[src/rtl/nn_pkg.sv]
// Shared types and default sizes for the layer-3 activation stage.
// Build option: RELU3_LEAKY_EN (leaky ReLU in relu3_act) - see relu3_act.sv.
package nn_pkg;

    localparam int unsigned NN_DATA_WIDTH    = 32;
    localparam int unsigned NN_ADDR_WIDTH    = 16;
    // Depth of relu3_memory; one pass covers exactly this many words.
    localparam int unsigned RELU3_NUM_ELEMS  = 32;
    localparam int unsigned RELU3_LEAK_SHIFT = 3;

    typedef enum logic [1:0] {
        IDLE  = 2'd0,
        RUN   = 2'd1,
        DRAIN = 2'd2,
        DONE  = 2'd3
    } relu3_state_e;

endpackage

[src/rtl/relu3_act.sv]
// Combinational activation for layer 3: plain ReLU, or leaky ReLU with an
// arithmetic right shift of LEAK_SHIFT when RELU3_LEAKY_EN is defined.
module relu3_act #(
    parameter int unsigned DATA_WIDTH = 32,
    parameter int unsigned LEAK_SHIFT = 3
) (
    input  logic [DATA_WIDTH-1:0] x,
    output logic [DATA_WIDTH-1:0] act_c
);

`ifdef RELU3_LEAKY_EN
    localparam bit LEAKY_EN = 1'b1;
`else
    localparam bit LEAKY_EN = 1'b0;
`endif

    logic [DATA_WIDTH-1:0] leak_c;

    // Sign-preserving shift; only selected for negative inputs in the leaky build.
    assign leak_c = DATA_WIDTH'($signed(x) >>> LEAK_SHIFT);

    assign act_c = !x[DATA_WIDTH-1] ? x : (LEAKY_EN ? leak_c : '0);

endmodule

[src/rtl/relu3_stage.sv]
// Layer-3 activation sequencer: streams matmul3 output through relu3_act into
// relu3_memory and pulses done. Build option: RELU3_LEAKY_EN (via relu3_act).
module relu3_stage
    import nn_pkg::*;
#(
    parameter int unsigned DATA_WIDTH = NN_DATA_WIDTH,
    parameter int unsigned ADDR_WIDTH = NN_ADDR_WIDTH,
    parameter int unsigned NUM_ELEMS  = RELU3_NUM_ELEMS,
    parameter int unsigned LEAK_SHIFT = RELU3_LEAK_SHIFT
) (
    input  logic                  clk,
    input  logic                  rst_n,
    input  logic                  start,
    output logic [ADDR_WIDTH-1:0] src_addr,
    input  logic [DATA_WIDTH-1:0] src_data,
    output logic [ADDR_WIDTH-1:0] dst_addr,
    output logic [DATA_WIDTH-1:0] dst_data,
    output logic                  dst_we,
    output logic                  busy,
    output logic                  done,
    output logic [ADDR_WIDTH-1:0] neg_count
);

    localparam logic [ADDR_WIDTH-1:0] LAST_IDX = ADDR_WIDTH'(NUM_ELEMS - 1);

    relu3_state_e          state_q, state_d;
    logic [ADDR_WIDTH-1:0] idx_q, idx_d;
    logic [ADDR_WIDTH-1:0] dst_addr_d;
    logic [DATA_WIDTH-1:0] dst_data_d;
    logic                  dst_we_d;
    logic                  busy_d;
    logic                  done_d;
    logic [ADDR_WIDTH-1:0] neg_count_d;
    logic [DATA_WIDTH-1:0] act_c;

    relu3_act #(
        .DATA_WIDTH (DATA_WIDTH),
        .LEAK_SHIFT (LEAK_SHIFT)
    ) u_act (
        .x     (src_data),
        .act_c (act_c)
    );

    assign src_addr = idx_q;

    // Next-state and next-output logic; every output is registered below.
    always_comb begin
        state_d     = state_q;
        idx_d       = idx_q;
        dst_addr_d  = dst_addr;
        dst_data_d  = dst_data;
        dst_we_d    = 1'b0;
        done_d      = 1'b0;
        neg_count_d = neg_count;

        case (state_q)
            IDLE: begin
                if (start) begin
                    state_d     = RUN;
                    idx_d       = '0;
                    neg_count_d = '0;
                end
            end
            RUN: begin
                dst_we_d    = 1'b1;
                dst_addr_d  = idx_q;
                dst_data_d  = act_c;
                neg_count_d = neg_count + ADDR_WIDTH'(src_data[DATA_WIDTH-1]);
                if (idx_q == LAST_IDX) begin
                    state_d = DRAIN;
                end else begin
                    idx_d = idx_q + ADDR_WIDTH'(1);
                end
            end
            DRAIN: begin
                state_d = DONE;
            end
            DONE: begin
                done_d  = 1'b1;
                state_d = IDLE;
            end
            default: begin
                state_d = IDLE;
            end
        endcase

        // busy tracks the state being entered so it is high exactly in RUN and DRAIN.
        busy_d = (state_d == RUN) || (state_d == DRAIN);
    end

    always_ff @(posedge clk or negedge rst_n) begin
        if (!rst_n) begin
            state_q   <= IDLE;
            idx_q     <= '0;
            dst_addr  <= '0;
            dst_data  <= '0;
            dst_we    <= 1'b0;
            busy      <= 1'b0;
            done      <= 1'b0;
            neg_count <= '0;
        end else begin
            state_q   <= state_d;
            idx_q     <= idx_d;
            dst_addr  <= dst_addr_d;
            dst_data  <= dst_data_d;
            dst_we    <= dst_we_d;
            busy      <= busy_d;
            done      <= done_d;
            neg_count <= neg_count_d;
        end
    end

endmodule
[config.mk]
export PLATFORM = sky130hd
export DESIGN_NAME = relu3_stage
export DESIGN_NICKNAME = d
export VERILOG_FILES = /design/src/rtl/nn_pkg.sv /design/src/rtl/relu3_act.sv /design/src/rtl/relu3_stage.sv
export SDC_FILE = /design/constraint.sdc
export NUM_CORES = 1
export LEC_CHECK = 0
export CAP_MARGIN = 10
export CORE_MARGIN = 2
export CORE_UTILIZATION = 48
export CTS_BUF_LIST = sky130_fd_sc_hd__clkbuf_8
export DETAILED_ROUTE_END_ITERATION = 8
export HOLD_SLACK_MARGIN = 0.05
export PLACE_DENSITY = 0.85
export RECOVER_POWER = 100
export SYNTH_ARGS = -nofsm -noshare
export SYNTH_HDL_FRONTEND = slang
export SYNTH_SLANG_ARGS = --single-unit
[constraint.sdc]
create_clock -name clk -period 1.8 [get_ports clk]
set_input_delay 0.27 -clock clk [delete_from_list [all_inputs] [get_ports clk]]
set_output_delay 0.27 -clock clk [all_outputs]
set_load 0.03 [all_outputs]
==> impl_summary.txt <==
----------------------------------------------------
[Synthesis]
  Number of synthesis warnings ... 0
  Main combinational cell family by area after synthesis ... simple AND/OR/NAND/NOR gates
  Adder-Cell Fraction of Synth Area ... 0.9721%
  Synth Register Bits ... 84
  Mapped cell area ... 3861 um^2
  Number of synthesized flops with an enable pin ... 0
  Post-synthesis sequential area ratio ... 54.44%
  Post-synthesis compound-gate area fraction ... 8.101%
  Syn avg cell area ... 9.751 um^2
  Area share of xor/xnor cells in the synthesized design ... 0.9073%
  Synth unique cells ... 50
  Synthesized Nets ... between 400 and 500
  Syn Inst Count ... roughly 400
  Async S/R FF share, synth ... 100.0%
  Fraction of synthesized area in multiplexers ... 3.662%
  Share of synthesized cell area in and, or, nand and nor gates ... 28.06%
  Dominant register cell in the synthesized netlist ... sky130_fd_sc_hd__dfrtp_1

[Floorplan]
  Initial standard-cell utilization of the core ... 49.71%
  Std cell rows ... 32
  Die area ... roughly 8800 um^2
  Core Area ... 7767 um^2
  Total I/O pin count ... between 100 and 150
  Horizontal extent of the die ... between 90 and 100 um
  Height of the die ... 93.69 um

[GRT]
  Overall global routing resource usage ... between 20% and 30%
  Wire length of the first global-routing pass ... around 16000 um
  Vias in the first global route ... 3354
  Total overflow reported by the global router ... 0
  Maximum number of pins on one net before global-route repair ... 42
  Initial antenna violation count ... 0

[STA]
  Part of the cycle the worst path needs ... 102.7%
  Skew final ... around 0.011 ns
  Slew Limit Fails ... 0
  F_max ... 540.8 MHz
  Actual slew at the worst max-slew pin ... 0.8144 ns
  Worst setup slack after layout ... -0.04911 ns
  Hold Violations, Final ... 0
  Fin crit period ... about 1.8 ns
  Max transition margin ... 45.70%
  Total of endpoints with negative setup slack in the final report ... 1

[Min path]
  Hold/Removal Path Class ... in -> async

[Setup path]
  Number of cells on the worst reg-to-reg path ... 4
  Largest driver fanout on the critical path ... 5
  Crit end category ... flip-flop
  Data required time at the worst endpoint ... 2.04 ns
  Slowest stage cell, crit path ... sky130_fd_sc_hd__nor4_1
  WS Path Type ... reg -> reg
  Worst EP arrival ... 2.09 ns
  Maximum cell stage delay along the critical path ... 0.60 ns
  Crit Reg-Reg Startpoint ... src_addr[12]$_DFFE_PN0P_
  Cell chain of the critical path ... nor4_1 > and4_2 > nor2_1 > mux2_2
  Launching instance or port of the critical path ... src_addr[12]$_DFFE_PN0P_
  Crit start category ... flip-flop

[Placement]
  HPWL reported at the end of detailed placement ... 7056 um
  Placer Congestion ... roughly 0.9
  Number of placed instances with taps included ... between 600 and 700
  Quantity of I/O buffers inserted on ports ... 116
  Setup WS pre-CTS ... -0.2341 ns
  Cell Area, Placed ... 5223 um^2

[Layout]
  Antenna diode count ... 0
  Layout area overhead ... 40.28%
  Cell Count, Final, Fillers Out ... 629
  Fraction of final layout cells sized beyond drive strength 1 ... 11.39%
  Layout Cell Area excl Fill ... 5416 um^2
  Count of filler cells inserted in the layout ... approximately 620
  Total Nets Final ... 560

[Power]
  Pleak ... 0.002491 uW
  IR drop worst, VDD ... 632.8 uV
  P per Cell Area ... about 1300 nW/um^2

[CTS]
  CTS tree ... done
  Clk buf depth ... 2
  CTS sink cnt ... 84
  Root buf cell ... sky130_fd_sc_hd__clkbuf_8
  H-Tree Level Count ... 3
  Clk Latency, worst-skew pair ... 0.35 ns
  Inserted Clock Buffers ... 9
  Clock transition at the registers of the reported paths ... approximately 0.10 ns

[Outcome]
  Violations in the final reports ... negative setup slack
  Run status ... finished with violations

[Drt]
  Detail Route Antenna Nets ... 0
  Vias per inst ... 5.418
  Total via count after detailed routing ... 3408
  Router iterations before antenna repair ... 4
  Initial DRC count ... 201
  Total wire length ... about 10000 um
  Remaining design rule violation count ... 0
  Post-DR wirelength/cell ... 15.94 um

[Run]
  Max-capacitance violation count ... 0

----------------------------------------------------
[final timing paths]
kind	end	slack, ns
min	src_addr[10]$_DFFE_PN0P_	0.33
max	src_addr[0]$_DFFE_PN0P_	-0.05
min in group clk	dst_data[17]$_DFFE_PN0P_	0.46
max reg2reg	src_addr[0]$_DFFE_PN0P_	-0.05
min reg2reg	dst_data[13]$_DFFE_PN0P_	0.47
max in group asynchronous	dst_data[10]$_DFFE_PN0P_	0.41
[per-stage QoR]
stage	hold slack, ns	setup TNS (ns)	util [%]	total power, uW
after global placement	0.1731	-0.5895	67.24	5600
after floorplan	-0.02559	0	-	4383
after global routing	0.3552	-0.1154	69.73	7518
after CTS	0.3317	0	70.14	7163
after detailed placement	0.1763	-1.408	67.24	5693
final	0.3261	-0.04911	69.73	7129
[layout by cell type (no fill, tap or decap), types with 2 or more instances in the layout]
| cell | instances |
|---|---|
| sky130_fd_sc_hd__a2111oi_4 | 2 |
| sky130_fd_sc_hd__a211oi_1 | 4 |
| sky130_fd_sc_hd__a21oi_1 | 4 |
| sky130_fd_sc_hd__a22o_1 | 3 |
| sky130_fd_sc_hd__and2_1 | 2 |
| sky130_fd_sc_hd__and3_1 | 5 |
| sky130_fd_sc_hd__and4_2 | 2 |
| sky130_fd_sc_hd__buf_4 | 18 |
| sky130_fd_sc_hd__bufinv_16 | 2 |
| sky130_fd_sc_hd__clkbuf_1 | 9 |
| sky130_fd_sc_hd__clkbuf_2 | 2 |
| sky130_fd_sc_hd__clkbuf_8 | 9 |
| sky130_fd_sc_hd__clkdlybuf4s50_1 | 95 |
| sky130_fd_sc_hd__dfrtp_1 | 77 |
| sky130_fd_sc_hd__dfrtp_2 | 7 |
| sky130_fd_sc_hd__dlygate4sd2_1 | 13 |
| sky130_fd_sc_hd__ha_1 | 2 |
| sky130_fd_sc_hd__inv_1 | 5 |
| sky130_fd_sc_hd__inv_8 | 2 |
| sky130_fd_sc_hd__mux2i_1 | 13 |
| sky130_fd_sc_hd__nand2_1 | 129 |
| sky130_fd_sc_hd__nand2b_1 | 8 |
| sky130_fd_sc_hd__nand3_1 | 14 |
| sky130_fd_sc_hd__nand3b_1 | 31 |
| sky130_fd_sc_hd__nand4_1 | 7 |
| sky130_fd_sc_hd__nor2_1 | 8 |
| sky130_fd_sc_hd__nor4_1 | 4 |
| sky130_fd_sc_hd__nor4_2 | 2 |
| sky130_fd_sc_hd__o21a_1 | 2 |
| sky130_fd_sc_hd__o21ai_0 | 9 |
| sky130_fd_sc_hd__o311ai_1 | 2 |
| sky130_fd_sc_hd__o31ai_1 | 2 |
| sky130_fd_sc_hd__o41ai_1 | 2 |
| sky130_fd_sc_hd__xnor2_1 | 2 |
| sky130_fd_sc_hd__xor2_1 | 2 |
[worst max-delay path: cells and delay by family (launching register included)]
family,cells,cell delay [ns]
AND/OR/NAND/NOR,3,1.09
flip-flops,1,0.38
multiplexers,1,0.27
[synth_stat cells, types with 2 or more instances]
cell type / count / area share, %
sky130_fd_sc_hd__a2111oi_4: 2 / 1.4
sky130_fd_sc_hd__a211oi_1: 4 / 0.78
sky130_fd_sc_hd__a21oi_1: 4 / 0.52
sky130_fd_sc_hd__a22o_1: 3 / 0.68
sky130_fd_sc_hd__and2_1: 2 / 0.32
sky130_fd_sc_hd__and3_1: 5 / 0.81
sky130_fd_sc_hd__and4_1: 2 / 0.45
sky130_fd_sc_hd__buf_1: 5 / 0.49
sky130_fd_sc_hd__buf_2: 8 / 1.0
sky130_fd_sc_hd__buf_6: 2 / 0.58
sky130_fd_sc_hd__clkbuf_1: 9 / 0.87
sky130_fd_sc_hd__dfrtp_1: 84 / 54
sky130_fd_sc_hd__ha_1: 3 / 0.97
sky130_fd_sc_hd__inv_1: 5 / 0.49
sky130_fd_sc_hd__mux2i_1: 13 / 3.4
sky130_fd_sc_hd__nand2_1: 129 / 13
sky130_fd_sc_hd__nand2b_1: 9 / 1.5
sky130_fd_sc_hd__nand3_1: 14 / 1.8
sky130_fd_sc_hd__nand3b_1: 31 / 6.0
sky130_fd_sc_hd__nand4_1: 7 / 1.1
sky130_fd_sc_hd__nor2_1: 8 / 0.78
sky130_fd_sc_hd__nor4_1: 5 / 0.81
sky130_fd_sc_hd__o21a_1: 2 / 0.39
sky130_fd_sc_hd__o21ai_0: 9 / 1.2
sky130_fd_sc_hd__o311ai_1: 2 / 0.45
sky130_fd_sc_hd__o31ai_1: 2 / 0.39
sky130_fd_sc_hd__o41ai_1: 2 / 0.45
sky130_fd_sc_hd__xnor2_1: 2 / 0.45
sky130_fd_sc_hd__xor2_1: 2 / 0.45
[power by group]
group	total (uW)	internal (uW)	switching [uW]
Clock	1550	808	747
Combinational	2790	1140	1660
Sequential	2780	2310	465
Total	7130	4260	2870
[layer usage]
layer / share of wire (%) / global-route usage [%]
met1: 42 / 30.76
met2: 51 / 39.05
met3: 4.2 / 4.655
met4: 3.1 / 9.903
met5: 0 / 0
[logic make-up after synthesis]
family | after synthesis
compound gates | 39
xor+xnor | 4
fa+ha+maj | 3
buf+inv | 31
flops | 84
mux | 14
other cells | 1
simple gates | 220
[final cells by class]
cell class | instances | area [um^2] | share of cell area, %
Clock buffer | 9 | 123.9 | 2.287
Clock inverter | 7 | 107.6 | 1.987
Inverter | 6 | 22.52 | 0.4158
Multi-Input combinational cell | 282 | 1650 | 30.47
Sequential cell | 84 | 2111 | 38.97
Tap cell | 102 | 127.6 | 2.356
Timing Repair Buffer | 139 | 1274 | 23.52
[flip-flops by register name, indices dropped and copies added (netlist names)]
register,cells
busy,1
done,1
dst_addr,16
dst_data,31
dst_we,1
neg_count,16
src_addr,16
state_q,2
[timing repair]
item / 4_1_cts / 5_1_grt
pin swaps: 0 / 3
endpoints found under the hold margin: 17 / 0
setup buffers: 0 / 0
gates resized for setup: 13 / 16
cloned: 0 / 1
setup endpoints to repair: 13 / 13
hold buffers: 1 / 0
No activity file was read; power rests on OpenSTA's default activity.
